$ cat src/rtl/cpu_defs_pkg.sv
// Shared CPU-level definitions: memory-port identifiers, bus arbiter states
// and cache line geometry.
package cpu_defs;

    localparam int LINE_BEATS = 4;

    typedef enum logic {
        MEM_PORT_IC = 1'b0,
        MEM_PORT_DC = 1'b1
    } mem_port_t;

    typedef enum logic [2:0] {
        ARB_IDLE  = 3'd0,
        ARB_ADDR  = 3'd1,
        ARB_RDATA = 3'd2,
        ARB_WDATA = 3'd3,
        ARB_WRESP = 3'd4
    } mem_arb_state_t;

endpackage

$ cat src/rtl/mem_bus_arbiter.sv
// Shares one external burst memory port between icache refills and dcache
// traffic. One transaction in flight; round-robin between the two caches.
module mem_bus_arbiter
    import cpu_defs::*;
#(
    parameter int LINE_BEATS = cpu_defs::LINE_BEATS,
    parameter int LEN_W      = 8
) (
    input  logic             clk,
    input  logic             rst_n,
    input  logic             ic_req,
    input  logic [31:0]      ic_addr,
    output logic             ic_gnt,
    input  logic             dc_req,
    input  logic             dc_we,
    input  logic             dc_line,
    input  logic [31:0]      dc_addr,
    input  logic [3:0]       dc_wstrb,
    input  logic [31:0]      dc_wdata,
    output logic             dc_gnt,
    output logic             dc_wready,
    output logic             dc_wdone,
    output logic [31:0]      rsp_data,
    output logic             ic_rvalid,
    output logic             dc_rvalid,
    output logic             bus_req,
    output logic             bus_we,
    output logic [31:0]      bus_addr,
    output logic [LEN_W-1:0] bus_len,
    input  logic             bus_ack,
    input  logic [31:0]      bus_rdata,
    input  logic             bus_rvalid,
    output logic [31:0]      bus_wdata,
    output logic [3:0]       bus_wstrb,
    output logic             bus_wvalid,
    input  logic             bus_wready,
    output logic             bus_wlast,
    input  logic             bus_bvalid
);

    localparam logic [LEN_W-1:0] LINE_LEN = LEN_W'(LINE_BEATS - 1);

    mem_arb_state_t   state_r;
    mem_arb_state_t   state_nxt_s;
    mem_port_t        last_grant_r;
    mem_port_t        owner_r;
    logic             we_r;
    logic [31:0]      addr_r;
    logic [LEN_W-1:0] len_r;
    logic [LEN_W-1:0] count_r;
    logic [3:0]       wstrb_r;
    logic [31:0]      rsp_data_r;
    logic             ic_gnt_r;
    logic             dc_gnt_r;
    logic             ic_rvalid_r;
    logic             dc_rvalid_r;
    logic             dc_wdone_r;
    logic             start_s;
    logic             pick_dc_s;
    logic             last_beat_s;
    logic             rbeat_s;
    logic             wbeat_s;

    assign last_beat_s = (count_r == len_r);
    assign rbeat_s     = (state_r == ARB_RDATA) & bus_rvalid;
    assign wbeat_s     = (state_r == ARB_WDATA) & bus_wready;

    // Arbitration: only in IDLE; on contention the port not served last wins
    always_comb begin
        start_s   = 1'b0;
        pick_dc_s = 1'b0;
        if (state_r == ARB_IDLE) begin
            start_s   = ic_req | dc_req;
            pick_dc_s = dc_req & (~ic_req | (last_grant_r == MEM_PORT_IC));
        end else begin
            start_s   = 1'b0;
            pick_dc_s = 1'b0;
        end
    end

    // Next-state logic for the transaction sequencer
    always_comb begin
        state_nxt_s = state_r;
        case (state_r)
            ARB_IDLE: begin
                if (start_s) state_nxt_s = ARB_ADDR;
                else         state_nxt_s = ARB_IDLE;
            end
            ARB_ADDR: begin
                if (bus_ack) state_nxt_s = we_r ? ARB_WDATA : ARB_RDATA;
                else         state_nxt_s = ARB_ADDR;
            end
            ARB_RDATA: begin
                if (rbeat_s && last_beat_s) state_nxt_s = ARB_IDLE;
                else                        state_nxt_s = ARB_RDATA;
            end
            ARB_WDATA: begin
                if (wbeat_s && last_beat_s) state_nxt_s = ARB_WRESP;
                else                        state_nxt_s = ARB_WDATA;
            end
            ARB_WRESP: begin
                if (bus_bvalid) state_nxt_s = ARB_IDLE;
                else            state_nxt_s = ARB_WRESP;
            end
            default: state_nxt_s = ARB_IDLE;
        endcase
    end

    // State register
    always_ff @(posedge clk or negedge rst_n) begin
        if (!rst_n) begin
            state_r <= ARB_IDLE;
        end else begin
            state_r <= state_nxt_s;
        end
    end

    // Latched transaction attributes, beat counter and registered responses
    always_ff @(posedge clk or negedge rst_n) begin
        if (!rst_n) begin
            last_grant_r <= MEM_PORT_IC;
            owner_r      <= MEM_PORT_IC;
            we_r         <= 1'b0;
            addr_r       <= 32'h0000_0000;
            len_r        <= {LEN_W{1'b0}};
            count_r      <= {LEN_W{1'b0}};
            wstrb_r      <= 4'b0000;
            rsp_data_r   <= 32'h0000_0000;
            ic_gnt_r     <= 1'b0;
            dc_gnt_r     <= 1'b0;
            ic_rvalid_r  <= 1'b0;
            dc_rvalid_r  <= 1'b0;
            dc_wdone_r   <= 1'b0;
        end else begin
            ic_gnt_r    <= start_s & ~pick_dc_s;
            dc_gnt_r    <= start_s & pick_dc_s;
            ic_rvalid_r <= rbeat_s & (owner_r == MEM_PORT_IC);
            dc_rvalid_r <= rbeat_s & (owner_r == MEM_PORT_DC);
            dc_wdone_r  <= (state_r == ARB_WRESP) & bus_bvalid;
            if (start_s) begin
                last_grant_r <= pick_dc_s ? MEM_PORT_DC : MEM_PORT_IC;
                owner_r      <= pick_dc_s ? MEM_PORT_DC : MEM_PORT_IC;
                we_r         <= pick_dc_s & dc_we;
                addr_r       <= pick_dc_s ? dc_addr : ic_addr;
                len_r        <= (!pick_dc_s || dc_line) ? LINE_LEN : {LEN_W{1'b0}};
                wstrb_r      <= pick_dc_s ? dc_wstrb : 4'b0000;
            end
            if ((state_r == ARB_ADDR) && bus_ack) begin
                count_r <= {LEN_W{1'b0}};
            end else if (rbeat_s || wbeat_s) begin
                count_r <= count_r + LEN_W'(1);
            end
            if (rbeat_s) begin
                rsp_data_r <= bus_rdata;
            end
        end
    end

    assign ic_gnt     = ic_gnt_r;
    assign dc_gnt     = dc_gnt_r;
    assign ic_rvalid  = ic_rvalid_r;
    assign dc_rvalid  = dc_rvalid_r;
    assign dc_wdone   = dc_wdone_r;
    assign rsp_data   = rsp_data_r;
    assign bus_req    = (state_r == ARB_ADDR);
    assign bus_we     = we_r;
    assign bus_addr   = addr_r;
    assign bus_len    = len_r;
    assign bus_wstrb  = wstrb_r;
    assign bus_wvalid = (state_r == ARB_WDATA);
    assign bus_wlast  = bus_wvalid & last_beat_s;
    assign dc_wready  = bus_wvalid & bus_wready;
    // Write data is a pass-through, forced to zero when no beat is offered
    assign bus_wdata  = bus_wvalid ? dc_wdata : 32'h0000_0000;

endmodule

$ cat config.mk
export PLATFORM = sky130hd
export DESIGN_NAME = mem_bus_arbiter
export DESIGN_NICKNAME = d
export VERILOG_FILES = /design/src/rtl/cpu_defs_pkg.sv /design/src/rtl/mem_bus_arbiter.sv
export SDC_FILE = /design/constraint.sdc
export NUM_CORES = 1
export LEC_CHECK = 0
export BUFFER_PORTS_ARGS = -buffer_cell sky130_fd_sc_hd__buf_4
export CAP_MARGIN = 20
export CORE_ASPECT_RATIO = 0.9
export CORE_UTILIZATION = 30
export CTS_CLUSTER_SIZE = 40
export DETAILED_ROUTE_END_ITERATION = 8
export HOLD_SLACK_MARGIN = 0.03
export SYNTH_ARGS = -nofsm -noshare
export SYNTH_HDL_FRONTEND = slang
export SYNTH_SLANG_ARGS = --single-unit
$ cat constraint.sdc
create_clock -name clk -period 2.05 [get_ports clk]
set_input_delay 0.1025 -clock clk [delete_from_list [all_inputs] [get_ports clk]]
set_output_delay 0.1025 -clock clk [all_outputs]
set_load 0.02 [all_outputs]
==> results.sh <==
export IMPL_outcome="finished clean"
export IMPL_critical_path_buf_inv_count=4
export IMPL_multi_input_area_um2=1658
export IMPL_fillCellCount=1035
export IMPL_end_kind="output pin"
export IMPL_final_cell_count_no_fill=845
export IMPL_start_util_pct=31.34
export IMPL_p_sw_w=0.003715
export IMPL_tightest_slew_ns=0.6053
export IMPL_final_hold_viol_count=0
export IMPL_ys_ff_latch=87
export IMPL_cts_htree_levels=3
export IMPL_clkPwrFrac_pct=16.6
export IMPL_netlist_top_cells_area="dfrtp_1, a221o_1, mux2_2"
export IMPL_min_period_ns=1.855
export IMPL_p_sw_share_pct=38.46
export IMPL_drt_pass1_iterations=4
export IMPL_drtIter0Drc=123
export IMPL_clockRootBuffer="clkbuf_16"
export IMPL_drtAntennaViolNets=0
export IMPL_yosysTopAreaCellShare_pct=53.72
export IMPL_grt_max_degree=47
export IMPL_worstPathRequired_ns=1.95
export IMPL_cts_clk_slew_worst_paths_ns=0.06
export IMPL_grt_pass1_wl_mm=21.45
export IMPL_synth_ff_type="dfrtp_1"
export IMPL_seq_area_um2=2177
export IMPL_comb_power_share_pct=52.1
export IMPL_num_nets_final=821
export IMPL_gp_congestion=0.7826
export IMPL_dr_wl_met2_mm=6.970
export IMPL_setup_viol=0
export IMPL_ys_warnings_count=0
export IMPL_ys_seq_area_share_pct=53.72
export IMPL_vias_per_cell=4.710
export IMPL_crit_chain="nand3b_1, buf_4, clkinvlp_4, buf_4, and2_1, buf_4"
export IMPL_cp_slowest_stage_delay_ns=0.51
export IMPL_drt_total_wl_mm=13.60
export IMPL_cts_buffers=9
export IMPL_yosys_area_top_type="dfrtp_1"
export IMPL_highest_layer="met4"
export IMPL_rsz0062_at_grt="no"
export IMPL_syn_avg_cell_area_um2=12.39
export IMPL_io_pins=260
export IMPL_peakVddDrop_uv=671.8
export IMPL_internal_power_w=0.005945
export IMPL_insertion_delay_ns=0.34
export IMPL_synthArstFlopShare_pct=100.0
export IMPL_critPathKind="reg2out"
export IMPL_cpMostUsedCell="buf_4"
export IMPL_crit_path_top_delay_cell="dfrtp_1"
export IMPL_avgRoutedWirePerCell_um=16.10
export IMPL_drive_gt1_share_pct=45.37
export IMPL_antenna_found_initial=0
export IMPL_cp_arrival_ns=1.75
export IMPL_die_w_um=124.5
export IMPL_grt_pass1_vias=4207
export IMPL_p_leak_nw=3.582
export IMPL_vias=3980
export IMPL_syn_inst=327
export IMPL_wirelength_met1_mm=5.545
export IMPL_core_area_um2=12930
export IMPL_synth_edff_count=0
export IMPL_netlist_area_um2=4053
export IMPL_cp_start_kind="register"
export IMPL_maxSlewHeadroom_pct=59.65
export IMPL_drc=0
export IMPL_maxSlewViolCount=0
export IMPL_dp_hpwl_mm=9.076
export IMPL_met3WireLength_um=906
export IMPL_max_cap_violations=0
export IMPL_area_delta_synth_final_pct=83.36
export IMPL_hp_class="in2reg"
export IMPL_fin_crit_sh_pct=90.47
export IMPL_grt_use_total_pct=19.29
export IMPL_max_freq_mhz=539.2
export IMPL_tritoncts="yes"
export IMPL_fin_worst_skew_ns=0.005680
export IMPL_num_antenna_cells=0
export IMPL_cts_buffer_depth=2
export IMPL_critPathMaxFanout=18
export IMPL_tns_ns=0
export IMPL_die_height_um=112.3
export IMPL_dieArea_um2=13980
export IMPL_clock_sinks=87
export IMPL_port_buffers=253
export IMPL_seq_power_share_pct=31.3
export IMPL_power_per_cell_area_nw_per_um2=1300
export IMPL_dpl_cell_count=722
export IMPL_cp_top_family="buffers and inverters"
export IMPL_num_rows=39
export IMPL_grt_overflow_total=0
export IMPL_synth_cell_types=41
-- path summary, 6_finish.rpt --
check                        startpoint           end  slack (ns)  depth (start not counted)
max                          state_r[2]  bus_wdata[6]        0.20                          6
min                             bus_ack    count_r[0]        0.09                          3
max reg2reg                  state_r[1]  bus_addr[22]        0.20                          4
min reg2reg                rsp_data[31]  rsp_data[31]        0.49                          1
max in group asynchronous         rst_n  bus_addr[12]        1.10                          3
min in group asynchronous         rst_n    count_r[2]        0.32                          2
-- flip-flops by register name (all words and copies together), names as in the netlist, 3 cells and up --
register and flops:
bus_addr 32, state_r 3, rsp_data 32, count_r 8, bus_wstrb 4
-- worst min-delay path, delay by kind of cell --
family	cells	cell delay [ns]
and+or+nand+nor	1	0.14
AOI/OAI and AO/OA	1	0.04
buffers and inverters	1	0.10
-- cell type report --
class | instances | share of cell area, %
multi-input combinational | 206 | 22.31
timing repair buffer | 367 | 41.25
sequential | 87 | 29.30
tap | 164 | 2.761
clock inverter | 3 | 0.6062
timing repair inverter | 2 | 0.2021
clock buffer | 11 | 3.267
inverter | 5 | 0.3031
-- power groups by stage --
stage	clock, W	sequential (W)	combinational, W
finish	0.00160	0.00303	0.00503
global route	0.00172	0.00313	0.00533
CTS	0.00166	0.00302	0.00496
detailed placement	0	0.00301	0.00477
global placement	0	0.00302	0.00470
floorplan	0	0.00372	0.00198
-- routing by layer --
| layer | track usage [%] | up-vias |
|---|---|---|
| met1 | 23.33 | 1922 |
| met5 | 0 | - |
| met3 | 6.196 | 15 |
| met4 | 5.542 | 0 |
| met2 | 32.89 | 162 |
| li1 | - | 1881 |
-- metrics by stage --
stage / utilization (%) / hold slack, ns / total power, W / setup WS, ns / area (um^2)
after floorplan: - / -0.1931 / 0.005702 / 0.4258 / 4071
after global placement: 46.87 / 0.1594 / 0.007718 / 0.3350 / 6061
after detailed placement: 46.87 / 0.1642 / 0.007787 / 0.2133 / 6061
after CTS: 57.23 / 0.06606 / 0.009632 / 0.01339 / 7401
after global routing: 57.46 / 0.09152 / 0.01018 / 0.1078 / 7431
final: 57.46 / 0.08689 / 0.009660 / 0.1953 / 7431
-- cells in the final DEF, fill, tap and decap left out, drive strengths merged --
master and instances:
a211oi 1, a21boi 32, a21o 1, a21oi 5
a221o 32, a222oi 1, a22o 5, a32o 1
and2 35, and3 3, buf 263, bufinv 1
clkbuf 11, clkinvlp 5, conb 6, dfrtp 87
dlygate4sd3 104, ha 1, inv 4, mux2 32
mux2i 7, nand2 9, nand2b 5, nand3 2
nand3b 1, nand4 2, nand4bb 1, nor2 3
nor2b 2, nor3 3, nor3b 3, nor4 3
nor4b 2, o211a 2, o21ai 3, or2 1
or3 1, or3b 1
-- synth_stat cells, types with 2 or more instances --
cell,instances
o211a_1,2
mux2_2,25
clkbuf_1,8
buf_2,9
nand3_1,2
dfrtp_1,87
nor2b_1,2
mux2i_1,7
and3_1,3
nand4_1,2
mux2_1,7
a221o_1,32
nor3b_1,2
nor2_1,3
nor4b_1,2
and2_1,35
nor3_1,2
nand2_1,9
inv_1,5
nand2b_1,4
buf_6,4
a21boi_0,32
nor4_1,3
o21ai_0,3
buf_4,13
a22o_1,5
a21oi_1,5
-- kinds of logic (layout without fill, tap and decap cells) --
family	count (synthesis)	after routing	synth area share [%]
AO/OA/AOI/OAI	83	83	17.26
adder cells (fa/ha/maj)	1	1	0.3087
buffers and inverters	39	388	5.835
flip-flops	87	87	53.72
multiplexers	39	39	10.62
other	1	6	0.09253
AND/OR/NAND/NOR	77	77	12.16
-- what timing repair did --
item                                    4_1_cts  5_1_grt
pin swaps                                     0        1
resized for setup                             2        1
hold endpoints to repair                    116        0
endpoints found under the setup margin       33       33
cloned                                        1        1
hold buffers                                104        0
buffers inserted                              0        3
(Power assumes the default switching activity.)
